## config.mk

```make
export PLATFORM = sky130hd
export DESIGN_NAME = rom_lookup_ctrl
export DESIGN_NICKNAME = d
export VERILOG_FILES = /design/src/rtl/rom_lookup_pkg.sv /design/src/rtl/rom_lookup_fifo.sv /design/src/rtl/rom_lookup_ctrl.sv
export SDC_FILE = /design/constraint.sdc
export NUM_CORES = 1
export LEC_CHECK = 0
export CORE_MARGIN = 5
export CORE_UTILIZATION = 40
export CTS_BUF_LIST = sky130_fd_sc_hd__clkbuf_8
export CTS_CLUSTER_DIAMETER = 40
export DETAILED_ROUTE_END_ITERATION = 12
export PLACE_DENSITY = 0.62
export SLEW_MARGIN = 10
export SYNTH_ARGS = -nofsm -noshare
export SYNTH_HDL_FRONTEND = slang
export SYNTH_HIERARCHICAL = 1
export SYNTH_SLANG_ARGS = --single-unit
```

## constraint.sdc

```tcl
create_clock -name clk -period 6.9 [get_ports clk]
set_input_delay 1.38 -clock clk [delete_from_list [all_inputs] [get_ports clk]]
set_output_delay 1.38 -clock clk [all_outputs]
set_load 0.1 [all_outputs]
```

## src/rtl/rom_lookup_pkg.sv

```systemverilog
// Shared widths and helpers for the ROM lookup controller and its result FIFO.
// Defaults describe the N=4, OUT_DEPTH=4 build.
package rom_lookup_pkg;

  function automatic int clog2(input int value);
    int r;
    r = 0;
    while ((1 << r) < value) r++;
    return r;
  endfunction

  localparam int N_DEF     = 4;
  localparam int DEPTH_DEF = 4;
  localparam int ADDR_W    = 2 * N_DEF;
  localparam int DATA_W    = ADDR_W;
  localparam int PTR_W     = clog2(DEPTH_DEF);
  localparam int CNT_W     = 16;

endpackage

```

## src/rtl/rom_lookup_fifo.sv

```systemverilog
// Synchronous result FIFO: push/pop in one cycle, head visible combinationally.
// When empty the head output holds the most recently popped word.
module rom_lookup_fifo
  import rom_lookup_pkg::*;
#(
  parameter int DEPTH = DEPTH_DEF,
  parameter int WIDTH = DATA_W
) (
  input  logic                    clk,
  input  logic                    rst_n,
  input  logic                    push_i,
  input  logic [WIDTH-1:0]        push_dat_i,
  input  logic                    pop_i,
  output logic [WIDTH-1:0]        head_dat_o,
  output logic                    head_vld_o,
  output logic [clog2(DEPTH):0]   count_o
);

  localparam int PW = clog2(DEPTH);

  logic [WIDTH-1:0] mem_q [DEPTH];
  logic [PW-1:0]    wr_ptr_q, wr_ptr_d;
  logic [PW-1:0]    rd_ptr_q, rd_ptr_d;
  logic [PW:0]      count_q, count_d;
  logic [WIDTH-1:0] last_q, last_d;
  logic             not_empty;
  logic             do_pop;

  assign not_empty = (count_q != '0);
  // A pop against an empty FIFO is ignored rather than underflowing.
  assign do_pop    = pop_i && not_empty;

  always_comb begin
    wr_ptr_d = wr_ptr_q;
    rd_ptr_d = rd_ptr_q;
    count_d  = count_q;
    last_d   = last_q;
    if (push_i) wr_ptr_d = wr_ptr_q + 1'b1;
    if (do_pop) begin
      rd_ptr_d = rd_ptr_q + 1'b1;
      last_d   = mem_q[rd_ptr_q];
    end
    case ({push_i, do_pop})
      2'b10:   count_d = count_q + 1'b1;
      2'b01:   count_d = count_q - 1'b1;
      default: count_d = count_q;
    endcase
  end

  always_ff @(posedge clk) begin
    if (push_i) mem_q[wr_ptr_q] <= push_dat_i;
  end

  always_ff @(posedge clk or negedge rst_n) begin
    if (!rst_n) begin
      wr_ptr_q <= '0;
      rd_ptr_q <= '0;
      count_q  <= '0;
      last_q   <= '0;
    end else begin
      wr_ptr_q <= wr_ptr_d;
      rd_ptr_q <= rd_ptr_d;
      count_q  <= count_d;
      last_q   <= last_d;
    end
  end

  assign head_vld_o = not_empty;
  assign head_dat_o = not_empty ? mem_q[rd_ptr_q] : last_q;
  assign count_o    = count_q;

endmodule

```

## src/rtl/rom_lookup_ctrl.sv

```systemverilog
// ROM lookup driver: accept {a,b}, drive the ROM for one cycle, queue the word; 2-cycle latency.
// Credit-based in_ready never overflows the FIFO. LOOKUP_CNT_EN adds a saturating pop counter.
module rom_lookup_ctrl
  import rom_lookup_pkg::*;
#(
  parameter int N         = N_DEF,
  parameter int OUT_DEPTH = DEPTH_DEF
) (
  input  logic             clk,
  input  logic             rst_n,
  input  logic             in_valid,
  output logic             in_ready,
  input  logic [N-1:0]     in_a,
  input  logic [N-1:0]     in_b,
  output logic [2*N-1:0]   rom_address,
  output logic             rom_en,
  output logic             rom_read_en,
  input  logic [2*N-1:0]   rom_data,
  output logic             out_valid,
  input  logic             out_ready,
  output logic [2*N-1:0]   out_data
`ifdef LOOKUP_CNT_EN
  ,
  output logic [CNT_W-1:0] lookup_count
`endif
);

  localparam int AW = 2 * N;
  localparam int PW = clog2(OUT_DEPTH);

  logic [AW-1:0] addr_q, addr_d;
  logic          stage_vld_q, stage_vld_d;
  logic [PW:0]   fifo_count;
  logic          accept;
  logic          pop;

  // Credits count everything accepted but not yet popped; a same-cycle pop is not credited.
  assign in_ready = ({1'b0, fifo_count} + {{PW{1'b0}}, stage_vld_q}) < (PW + 2)'(OUT_DEPTH);
  assign accept   = in_valid && in_ready;
  assign pop      = out_valid && out_ready;

  always_comb begin
    addr_d      = addr_q;
    stage_vld_d = accept;
    if (accept) addr_d = {in_a, in_b};
  end

  always_ff @(posedge clk or negedge rst_n) begin
    if (!rst_n) begin
      addr_q      <= '0;
      stage_vld_q <= 1'b0;
    end else begin
      addr_q      <= addr_d;
      stage_vld_q <= stage_vld_d;
    end
  end

  assign rom_address = addr_q;
  assign rom_en      = stage_vld_q;
  assign rom_read_en = stage_vld_q;

  rom_lookup_fifo #(
    .DEPTH (OUT_DEPTH),
    .WIDTH (AW)
  ) u_fifo (
    .clk        (clk),
    .rst_n      (rst_n),
    .push_i     (stage_vld_q),
    .push_dat_i (rom_data),
    .pop_i      (pop),
    .head_dat_o (out_data),
    .head_vld_o (out_valid),
    .count_o    (fifo_count)
  );

`ifdef LOOKUP_CNT_EN
  logic [CNT_W-1:0] cnt_q, cnt_d;

  always_comb begin
    cnt_d = cnt_q;
    if (pop && (cnt_q != {CNT_W{1'b1}})) cnt_d = cnt_q + 1'b1;
  end

  always_ff @(posedge clk or negedge rst_n) begin
    if (!rst_n) cnt_q <= '0;
    else        cnt_q <= cnt_d;
  end

  assign lookup_count = cnt_q;
`endif

endmodule

```

==> results.yml <==
status:
  status: "finished, final reports clean"
synth:
  synth_cell_types: 22
  synthTopCellsByCount: "edfxtp_1, dfrtp_1, mux2_2"
  synth.ff_latch_count: 56
  synth.area.top_cells: "edfxtp_1, dfrtp_1, mux2_2, mux4_2, ha_1"
  syn_area_sq_um: 2310
  yosysMostFrequentCell: "edfxtp_1"
  syn_inst: 126
  synth_top_area_cell: "edfxtp_1"
  synth_top_area_share_pct: 41.6
  yosysSeqAreaShare_pct: 67.6
  syn-num-nets: 152
  synth_edf_count: 32
  ys.flop_type: "edfxtp_1"
  syn_area_per_cell_sq_um: 18.3
  async_reset_ff_share_pct: 42.9
  ys_warn_count: 6
cells_and_area:
  areaGrowthSynthToFinish_pct: 22.7
  drive_above_1_share_pct: 24.4
  stdcell_area_sq_um: 2840
  antenna_cells: 0
  layout.nets: 193
placement:
  place_worst_setup_slack_ns: 2.95
  numPortBuffers: 39
  gp_congestion: 0.662
  placed_area_sq_um: 2760
  hpwlAfterDp_mm: 2.93
cts:
  cts_resized: 0
  insertion_delay_ns: 0.30
  cts_inserted_buffers: 5
  cts_max_path_buffers: 2
  ctsRootBufferMaster: "clkbuf_8"
  cts_hold_buf: 0
  post_cts_buffers: 0
  cts_sinks: 56
  clk_pin_slew_worst_paths_ns: 0.09
  htreeDepth: 2
  cts_tree: "done"
routing:
  vias: 1156
  wl_mm: 4.01
  wl_per_cell_um: 16.7
  first_pass_iters: 2
  avgViaCountPerCell: 4.82
  drt-initial-drc-count: 36
  wl_met3_um: 130
  wl_met2_mm: 2.20
  drc: 0
  wl_met1_mm: 1.63
  routed.top_layer: "met4"
  ant_nets: 0
setup_path:
  cp.arrival_ns: 2.86
  r2r_start: "u_fifo/count_o[0]"
  crit_slowest_cell: "clkdlybuf4s50_1"
  critPathMaxStageDelay_ns: 0.97
  critPathKind: "flop to output port"
  path_cells: "mux4_2, mux2_2, clkdlybuf4s50_1"
  crit_start: "u_fifo/rd_ptr_q[0]"
  cp_max_fo: 10
  start_kind: "flop"
  end_kind: "output port"
  crit_required_ns: 5.52
sta:
  setup_viol: 0
  final-hold-violation-count: 0
  whs_ns: 0.511
  slew_violations: 0
  period_share_pct: 61.5
  fmax_mhz: 236
  clock_skew_ns: 0.00660
  worst_pin_slew_ns: 0.987
  rsz0062_at_grt: "no"
  worst_slack_ns: 2.66
  relSlewSlack_pct: 34.0
  period_minus_slack_ns: 4.24
  tns_ns: 0
floorplanning:
  dieArea_sq_um: 7400
  num_rows: 27
  start_util_pct: 41.5
  die_x_um: 86.0
  die_h_um: 86.0
  coreArea_sq_um: 5570
  io_pins: 40
grt:
  first_global_vias: 1251
  antenna_found_initial: 0
  grt_util_all_layers_pct: 11.9
  grt_max_degree: 25
  grt_overflow: 0
  grt_pass1_wl_mm: 6.65
job:
  max-cap-violations: 0
min_path:
  hold_start: "u_fifo/last_q[4]"
  hold_class: "flop to flop"
[layout by cell type (no fill, tap or decap)]
| master | netlist | layout |
|---|---|---|
| and2_1 | 5 | 5 |
| a31oi_4 | 1 | 1 |
| nand2_4 | 1 | 1 |
| fa_1 | 1 | 1 |
| clkbuf_8 | 0 | 5 |
| clkinv_2 | 0 | 1 |
| inv_1 | 7 | 9 |
| mux2i_1 | 1 | 1 |
| nand2_1 | 2 | 2 |
| clkdlybuf4s50_1 | 0 | 38 |
| edfxtp_1 | 32 | 32 |
| dfrtp_1 | 24 | 24 |
| o21ai_0 | 1 | 1 |
| xnor2_1 | 2 | 2 |
| mux4_2 | 8 | 8 |
| nor2_1 | 1 | 1 |
| mux2_2 | 24 | 24 |
| ha_1 | 5 | 5 |
| buf_2 | 2 | 1 |
| xor2_1 | 4 | 4 |
| or3_1 | 1 | 1 |
| o31a_1 | 1 | 1 |
[registers in the layout (all words and copies together) (netlist names)]
name             count
u_fifo/wr_ptr_q      2
u_fifo/last_q        8
rom_en               1
rom_address          8
u_fifo/mem_q        32
u_fifo/rd_ptr_q      2
u_fifo/count_o       3
[final timing paths]
path / end / slack, ns / cells after the start
max in group asynchronous: u_fifo/rd_ptr_q[1] / 5.46 / 1
min in group asynchronous: u_fifo/last_q[6] / 1.06 / 1
max reg2reg: u_fifo/count_o[2] / 4.07 / 9
min reg2reg: u_fifo/last_q[4] / 0.51 / 1
max: out_data[5] / 2.66 / 3
min: u_fifo/last_q[4] / 0.51 / 1
[stage by stage]
step	instances	utilization, %
after floorplan	126	-
after global placement	232	49.5
after detailed placement	232	49.5
after CTS	240	51.0
after global routing	240	50.9
final	240	50.9
[cell type report]
| type | count | area [sq um] |
|---|---|---|
| Fill cell | 478 | 2740 |
| Sequential cell | 56 | 1560 |
| Multi-Input combinational cell | 58 | 691 |
| Timing Repair Buffer | 39 | 385 |
| Tap cell | 72 | 90.1 |
| Clock buffer | 5 | 68.8 |
| Inverter | 7 | 26.3 |
| Clock inverter | 3 | 12.5 |
[layer usage]
metal,global-route usage (%),vias to the layer above
li1,-,539
met1,14.1,596
met2,20.3,16
met3,3.84,5
met4,4.03,0
met5,0,-
[cells by family after synthesis]
kind of cell | Yosys count | synth area share (%)
AO/OA/AOI/OAI | 3 | 1.52
XOR/XNOR | 6 | 2.27
adder cells (fa/ha/maj) | 6 | 3.57
buffers and inverters | 12 | 2.54
flip-flops | 56 | 67.6
multiplexers | 33 | 19.9
AND/OR/NAND/NOR | 10 | 2.60
[worst max-delay path: cells and delay by family (launching register included)]
family / cells / cell delay [ns]
flops: 1 / 0.72
buf+inv: 1 / 0.97
mux: 2 / 0.88
Power is left out: the tool's default activity adds up to more than one toggle a clock period on the data nets, which glitch-free logic cannot reach.
